**config.mk**
```make
export PLATFORM = sky130hd
export DESIGN_NAME = gate_sweep_ctrl
export DESIGN_NICKNAME = d
export VERILOG_FILES = /design/src/rtl/gate_sweep_pkg.sv /design/src/rtl/gate_sweep_ctrl_sweep_hold_timer.sv /design/src/rtl/gate_sweep_ctrl.sv
export SDC_FILE = /design/constraint.sdc
export NUM_CORES = 1
export LEC_CHECK = 0
export BUFFER_PORTS_ARGS = -buffer_cell sky130_fd_sc_hd__buf_2
export CORE_MARGIN = 4
export CORE_UTILIZATION = 50
export DETAILED_ROUTE_END_ITERATION = 6
export GPL_TIMING_DRIVEN = 0
export PLACE_DENSITY = 0.76
export SYNTH_ARGS = -nofsm -noshare
export SYNTH_HDL_FRONTEND = slang
export SYNTH_SLANG_ARGS = --single-unit
```
**constraint.sdc**
```tcl
create_clock -name clk -period 4.7 [get_ports clk]
set_clock_uncertainty 0.05 [all_clocks]
set_input_delay 0.705 -clock clk [delete_from_list [all_inputs] [get_ports clk]]
set_output_delay 0.705 -clock clk [all_outputs]
set_load 0.02 [all_outputs]
```
**src/rtl/gate_sweep_pkg.sv**
```systemverilog
// gate_sweep_pkg: shared FSM states and sweep constants for the or_and gate sweeper.
package gate_sweep_pkg;
  typedef enum logic [1:0] {IDLE, DRIVE, DONE} state_t;
  localparam int IDX_W = 3;
  localparam int NUM_COMB = 8;
  localparam logic [7:0] EXPECTED_OR_AND = 8'hE0;
endpackage

```
**src/rtl/gate_sweep_ctrl_sweep_hold_timer.sv**
```systemverilog
// sweep_hold_timer: counts 0..HOLD_CYCLES-1 while enabled, ticks on the last count.
module sweep_hold_timer #(
  parameter int HOLD_CYCLES = 10
) (
  input  logic clk,
  input  logic rst,
  input  logic clear,
  input  logic enable,
  output logic tick
);
  logic [7:0] cnt;
  assign tick = enable && cnt == 8'(HOLD_CYCLES - 1);
  always_ff @(posedge clk)
    cnt <= (rst || clear || tick) ? 8'd0 : enable ? cnt + 8'd1 : cnt;
endmodule

```
**src/rtl/gate_sweep_ctrl.sv**
```systemverilog
// gate_sweep_ctrl: drives all 8 {C,A,B} combinations into an or_and gate and captures E per index.
// Optional golden compare enabled by defining GATE_SWEEP_CHECK_EN.
module gate_sweep_ctrl
  import gate_sweep_pkg::*;
#(
  parameter int HOLD_CYCLES = 10
) (
  input  logic                clk,
  input  logic                rst,
  input  logic                start,
  input  logic                E,
  output logic                A,
  output logic                B,
  output logic                C,
  output logic                busy,
  output logic                done,
  output logic [NUM_COMB-1:0] table_out,
  output logic                mismatch
);
  state_t state, state_n;
  logic [IDX_W-1:0] idx, idx_n;
  logic clr, tick, last;
  assign last = idx == IDX_W'(NUM_COMB - 1);
  assign busy = state == DRIVE;
  assign done = state == DONE;
  always_comb begin
    clr = start && state != DRIVE;
    state_n = clr ? DRIVE : (busy && tick && last) ? DONE : state;
    idx_n = clr ? '0 : tick ? idx + 1'b1 : idx;
  end
  sweep_hold_timer #(.HOLD_CYCLES(HOLD_CYCLES)) u_timer (
    .clk(clk), .rst(rst), .clear(clr), .enable(busy), .tick(tick)
  );
  always_ff @(posedge clk) begin
    if (rst) begin
      state <= IDLE;
      idx <= '0;
      {C, A, B} <= 3'b000;
      table_out <= '0;
    end else begin
      state <= state_n;
      idx <= idx_n;
      {C, A, B} <= (state_n == DRIVE) ? idx_n : 3'b000;
      if (clr) table_out <= '0;
      else if (tick) table_out[idx] <= E;
    end
  end
`ifdef GATE_SWEEP_CHECK_EN
  logic mm;
  // compare includes the bit being captured on the same edge
  always_ff @(posedge clk) begin
    if (rst || clr) mm <= 1'b0;
    else if (tick && last) mm <= {E, table_out[NUM_COMB-2:0]} != EXPECTED_OR_AND;
  end
  assign mismatch = mm;
`else
  assign mismatch = 1'b0;
`endif
endmodule
```
==> metrics.md, run 1 <==
| Metric | Value |
|---|---|
| Asr flop ratio synth | 0 |
| Multi-input logic area | 598 µm² |
| Root buffer cell | clkbuf_4 |
| Ports | 18 |
| Library cells used by synthesis | 35 |
| Layout cells sized above 1 | 0.208 |
| Syn Area/Cell | 9.01 µm² |
| Hpwl dp | 1.63 mm |
| Final global-route overflow total | 0 |
| Clk sinks | 24 |
| Max frequency | 0.473 GHz |
| Top FF cell, synth | dfxtp_1 |
| Initial drt markers | 30 |
| Residual DRC count | 0 |
| Drt pass-1 iters | 4 |
| Clock H-tree levels | 1 |
| Flip-flop and latch area | 480 µm² |
| Worst r2r src | u_timer.cnt[0] |
| Max incr delay on CP | 0.51 ns |
| Critical Path Slowest Stage Cell | or4b_4 |
| Setup CP Type | reg2reg |
| Post-CTS setup buffers | 0 |
| Layout filler cell count | 191 |
| Detailed-route via count | 919 |
| Die width | 55.3 µm |
| CP Cell Sequence | ha_1 -> or4b_4 -> or3_1 -> buf_2 -> nand2_1 -> a211oi_1 |
| Status | finished clean |
| # resized after CTS | 0 |
| Worst vdd ir | 217 µV |
| Cell Count Post-Placement | 167 |
| Setup_tns | 0 ns |
| Clock Path Buffers | 2 |
| R2R depth | 6 |
| Die area | 3050 µm² |
| Lkg Pwr | 0.486 nW |
| EDFF count, synth | 0 |
| DRT Wirelength | 2.16 mm |
| Hold-fix buffers, CTS | 0 |
| R2R setup slack | 2.58 ns |
| TritonCTS Buffers | 3 |
| Most common cell after layout, fill and taps aside | dfxtp_1 |
| Avg WL per Cell | 12.6 µm |
| Pwr Density | 294 nW/µm² |
| Die Ht | 55.3 µm |
| Vias per cell | 5.37 |
| Crit path arrival time | 2.28 ns |
| Initial Util | 0.547 |
| ANT cells | 0 |
| Gate Count Post-Synth | 124 |
| Largest net degree at the start of global routing | 15 |
| Mapped cell area | 1120 µm² |
| Fin. Hold Viols | 0 |
| RSZ-0062 raised after global routing | false |
| Most frequent cells in the layout | dfxtp_1, buf_2, nand2_1 |
| Crit Path Max Fanout | 8 |
| CP endpoint | u_timer.cnt[1] |
| Post-synthesis sequential area ratio | 0.430 |
| Layout net count | 153 |
| Antenna violations before repair | 0 |
| Post-route ant nets | 0 |
| Row cnt | 16 |
| Synth-to-Final Area Change | 14.9% |
| CTS tree | done |
| CTS clk-pin slew, worst paths | 0.13 ns |
| Worst Setup SP | u_timer.cnt[0] |
| Slew @ Worst Pin | 0.678 ns |
| Final setup viols | 0 |
| RR Endpoint | u_timer.cnt[1] |
| Final count of pins violating max slew | 0 |
| IO buf count | 16 |
| Layout Cells excl Fill | 171 |
| Final period util | 0.450 |
| Vias in the first global route | 918 |
| Number of synthesized register bits | 24 |
| Yosys warns | 0 |
| Minimum clock period | 2.12 ns |
| First-pass GRT wire length | 3.81 mm |
| Gp weighted congestion | 0.815 |
| CP required | 4.86 ns |
| Critical path startpoint category | flip-flop |
| Maxcap violations | 0 |
| Crit path capture type | flip-flop |
| Core ar. | 2040 µm² |
| Gr usage total | 0.150 |
| Slew margin rel. | 0.548 |
| HP Class | reg2reg |
| Worst skew pair latency | 0.32 ns |
| Syn_nets | 132 |
## critical path, delay by kind of cell (launching register included)
family / cells / cell delay [ns]
DFF: 1 / 0.44
buffers and inverters: 1 / 0.17
AOI/OAI and AO/OA: 1 / 0.08
and+or+nand+nor: 3 / 1.10
adders and majority gates: 1 / 0.18
## registers in the layout (all words and copies together) (netlist names)
register / flops
table_out: 8
C: 1
B: 1
u_timer.cnt: 8
A: 1
state: 2
idx: 3
## cell usage after synthesis (2+ instances only)
master | count | area [µm²]
o211ai_1 | 3 | 22.5
mux2i_1 | 3 | 30.0
a21oi_1 | 11 | 55.1
ha_1 | 4 | 50.1
nand4_1 | 3 | 18.8
nor2_1 | 13 | 48.8
xor2_1 | 3 | 26.3
o31ai_1 | 3 | 22.5
xnor2_1 | 4 | 35.0
nand2b_1 | 3 | 18.8
nand3_1 | 9 | 45.0
nand2_1 | 14 | 52.6
clkbuf_1 | 3 | 11.3
nand3b_1 | 2 | 15.0
dfxtp_1 | 24 | 480
inv_1 | 3 | 11.3
## stage by stage
stage          cell area, µm²  setup slack [ns]   util  power (W)  hold slack (ns)
2_1_floorplan            1120              2.74      -   0.000227            0.423
3_3_place_gp             1230              2.62  0.603   0.000232            0.395
3_5_place_dp             1230              2.58  0.603   0.000233            0.407
4_1_cts                  1280              2.58  0.629   0.000382            0.425
5_1_grt                  1280              2.46  0.629   0.000389            0.440
6_report                 1280              2.58  0.629   0.000378            0.429
## power breakdown
part | leakage, nW | internal (W) | switching [W] | total [W]
Combinational | 0.265 | 0.00000726 | 0.0000136 | 0.0000208
Clock | 0.0279 | 0.0000862 | 0.0000631 | 0.000149
Sequential | 0.194 | 0.000205 | 0.00000234 | 0.000208
Total | 0.486 | 0.000299 | 0.0000790 | 0.000378
## final cells by class
class / instances / share of cell area
multi-input combinational: 91 / 0.466
sequential: 24 / 0.374
timing repair buffer: 16 / 0.0624
tap: 27 / 0.0263
clock inverter: 1 / 0.0234
buffer: 5 / 0.0185
clock buffer: 3 / 0.0175
inverter: 4 / 0.0117
## logic make-up (layout without fill, tap and decap cells)
group / after synthesis / count (layout) / synth area share
xor+xnor: 7 / 7 / 0.0549
fa+ha+maj: 4 / 4 / 0.0448
compound gates: 21 / 21 / 0.124
flops: 24 / 24 / 0.430
mux: 3 / 3 / 0.0269
simple gates: 55 / 55 / 0.281
buf+inv: 9 / 29 / 0.0347
other cells: 1 / 1 / 0.00336
## how the worst min path moves through the flow
stage / start / endpoint / slack (ns) / depth (start not counted)
2_1_floorplan: state[0] / state[0] / 0.42 / 2
3_3_place_gp: table_out[2] / table_out[2] / 0.39 / 2
3_5_place_dp: table_out[0] / table_out[0] / 0.41 / 2
4_1_cts: table_out[0] / table_out[0] / 0.43 / 2
5_1_grt: table_out[0] / table_out[0] / 0.44 / 2
6_report: table_out[3] / table_out[3] / 0.43 / 2
## layer usage
metal | global-route usage | vias up | wire (µm)
met4 | 0.0694 | 0 | 10
met5 | 0 | - | 0
li1 | - | 469 | -
met1 | 0.188 | 428 | 1050
met2 | 0.252 | 20 | 1010
met3 | 0.0233 | 2 | 91
Power figures use the tool's default switching activity.
==> run 2: changes to the inputs <==
==> constraint.sdc (replaced) <==
create_clock -name clk -period 2 [get_ports clk]
set_clock_uncertainty 0.05 [all_clocks]
set_input_delay 0.3 -clock clk [delete_from_list [all_inputs] [get_ports clk]]
set_output_delay 0.3 -clock clk [all_outputs]
set_load 0.02 [all_outputs]
==> run 2 against run 1 <==
  * Die area unchanged
  * Sequential cell count unchanged
  * Sequential power increased by 140%
  * Sequential share of layout area decreased by 1.4 points
  * Largest power group unchanged
  * Critical endpoint is now table_out[0]
  * First-iteration DRC count unchanged
  * Critical path depth increased by 1
  * Total power increased by 140%
  * Count of clock-buffer cells in the layout unchanged
  * Register-to-register slack got worse by 2.6 ns
  * Core utilization increased by 3.5 points
  * Final area increased by 5.6%
  * Combinational power increased to 2.8 times the previous value
==> metrics.md, run 2 (synthesis gave the netlist of run 1 again) <==
| Metric | Value |
|---|---|
| Post-route cell area | 1360 µm² (+5.6%) |
| Core ar. | 2040 µm² (unchanged) |
| IO buf count | 16 (unchanged) |
| Most common cell after layout, fill and taps aside | dfxtp_1 |
| Clk sinks | 24 (unchanged) |
| Pwr Density | 666 nW/µm² (+130%) |
| Max frequency | 0.503 GHz (+6.4%) |
| Detailed-route via count | 979 (+6.5%) |
| CP required | 2.17 ns (-2.69 ns) |
| Hold-fix buffers, CTS | 0 (unchanged) |
| TritonCTS Buffers | 3 (unchanged) |
| Crit Path Max Fanout | 6 (-2) |
| Fin. Hold Viols | 0 (unchanged) |
| Synth-to-Final Area Change | 21.3% |
| Critical Path Slowest Stage Cell | or4b_4 |
| HP Class | in2reg |
| Gp weighted congestion | 0.815 (unchanged) |
| Drt pass-1 iters | 4 (unchanged) |
| Minimum clock period | 1.99 ns (-0.127 ns) |
| Final setup viols | 0 (unchanged) |
| ANT cells | 0 (unchanged) |
| Layout cells sized above 1 | 0.284 (+0.0755) |
| Worst vdd ir | 518 µV (+140%) |
| Die Ht | 55.3 µm (unchanged) |
| Vias in the first global route | 946 (+3.1%) |
| Final period util | 0.995 (+0.544) |
| Crit path arrival time | 2.16 ns (-0.12 ns) |
| Slew @ Worst Pin | 0.501 ns (-0.177 ns) |
| Critical path startpoint category | flip-flop |
| Hpwl dp | 1.63 mm (unchanged) |
| Maxcap violations | 0 (unchanged) |
| DRT Wirelength | 2.41 mm (+11%) |
| Row cnt | 16 (unchanged) |
| Clock Path Buffers | 2 (unchanged) |
| Slew margin rel. | 0.666 (+0.118) |
| CP Cell Sequence | inv_2 -> ha_4 -> or4b_4 -> or3_4 -> buf_6 -> o41ai_2 -> a21oi_1 |
| Largest net degree at the start of global routing | 15 (unchanged) |
| Crit path capture type | flip-flop |
| Worst skew pair latency | 0.32 ns (about the same) |
| Biggest regs | table_out: 8 flops, u_timer.cnt: 8 flops, idx: 3 flops |
| Layout net count | 157 (+2.6%) |
| CTS clk-pin slew, worst paths | 0.14 ns (about the same) |
| Die width | 55.3 µm (unchanged) |
| Avg WL per Cell | 13.8 µm (+8.9%) |
| Max incr delay on CP | 0.47 ns (-0.04 ns) |
| Initial Util | 0.547 (unchanged) |
| CTS tree | done |
| Most frequent cells in the layout | dfxtp_1, buf_2, nand2_1, nor2_1, a21oi_1 |
| Residual DRC count | 0 (unchanged) |
| Final count of pins violating max slew | 0 (unchanged) |
| Final global-route overflow total | 0 (unchanged) |
| First-pass GRT wire length | 3.92 mm (+2.9%) |
| Initial drt markers | 30 (unchanged) |
| Antenna violations before repair | 0 (unchanged) |
| Die area | 3050 µm² (unchanged) |
| Gr usage total | 0.154 (+0.00381) |
| Post-route ant nets | 0 (unchanged) |
| RSZ-0062 raised after global routing | true |
| Setup CP Type | reg2reg |
| Root buffer cell | clkbuf_4 |
| Status | finished clean |
| Cell Count Post-Placement | 167 (unchanged) |
| Lkg Pwr | 0.518 nW (+6.4%) |
| Clock H-tree levels | 1 (unchanged) |
| Vias per cell | 5.59 (+4.1%) |
| Layout Cells excl Fill | 175 (+2.3%) |
| Ports | 18 (unchanged) |
| Placed Instance Area | 1230 µm² (unchanged) |
==> run 2: worst max-delay path, delay by kind of cell (launching register included) <==
family	cells	cell delay [ns]
AND/OR/NAND/NOR	2	0.85
buffers and inverters	2	0.20
AO/OA/AOI/OAI	2	0.29
flip-flops	1	0.39
adder cells (fa/ha/maj)	1	0.11
==> run 2: path summary, 6_finish.rpt <==
check | from | end | slack (ns) | depth (start not counted)
max reg2reg | u_timer.cnt[1] | table_out[0] | 0.01 | 7
max | u_timer.cnt[1] | table_out[0] | 0.01 | 7
min | rst | state[0] | 0.12 | 2
min reg2reg | table_out[3] | table_out[3] | 0.43 | 2
==> run 2: where the power goes <==
| group | internal (W) | total [W] | switching [W] |
|---|---|---|---|
| Sequential | 0.000482 | 0.000489 | 0.00000709 |
| Clock | 0.000203 | 0.000356 | 0.000153 |
| Combinational | 0.0000233 | 0.0000578 | 0.0000345 |
==> run 2: metal layers <==
metal / vias to the layer above / GRT usage / routed length (µm)
met5: - / 0 / 0
met4: 0 / 0.0694 / 55
met3: 9 / 0.0233 / 118
met2: 29 / 0.262 / 1120
met1: 462 / 0.191 / 1120
li1: 479 / - / -
==> run 2: layout make-up <==
type | instances | area (µm²)
clock buffer | 3 | 22.5
multi-input combinational | 91 | 622
clock inverter | 1 | 30.0
tap | 27 | 33.8
fill | 177 | 687
timing repair buffer | 21 | 118
buffer | 4 | 26.3
inverter | 4 | 15.0
sequential | 24 | 488
==> run 2: per-stage QoR <==
stage | hold WS [ns] | utilization | setup TNS (ns) | power, W | setup WS [ns]
2_1_floorplan | 0.319 | - | 0 | 0.000533 | 0.0424
3_3_place_gp | 0.395 | 0.603 | -0.647 | 0.000545 | -0.0818
3_5_place_dp | 0.407 | 0.603 | -0.811 | 0.000547 | -0.0910
4_1_cts | 0.105 | 0.640 | 0 | 0.000901 | 0.00967
5_1_grt | 0.145 | 0.664 | -0.131 | 0.000925 | -0.110
6_report | 0.115 | 0.664 | 0 | 0.000902 | 0.0107
==> run 2: what timing repair did <==
action | in CTS | in global routing
resized for setup | 5 | 9
buffers inserted | 2 | 3
pin swaps | 0 | 3
endpoints found under the setup margin | 13 | 18
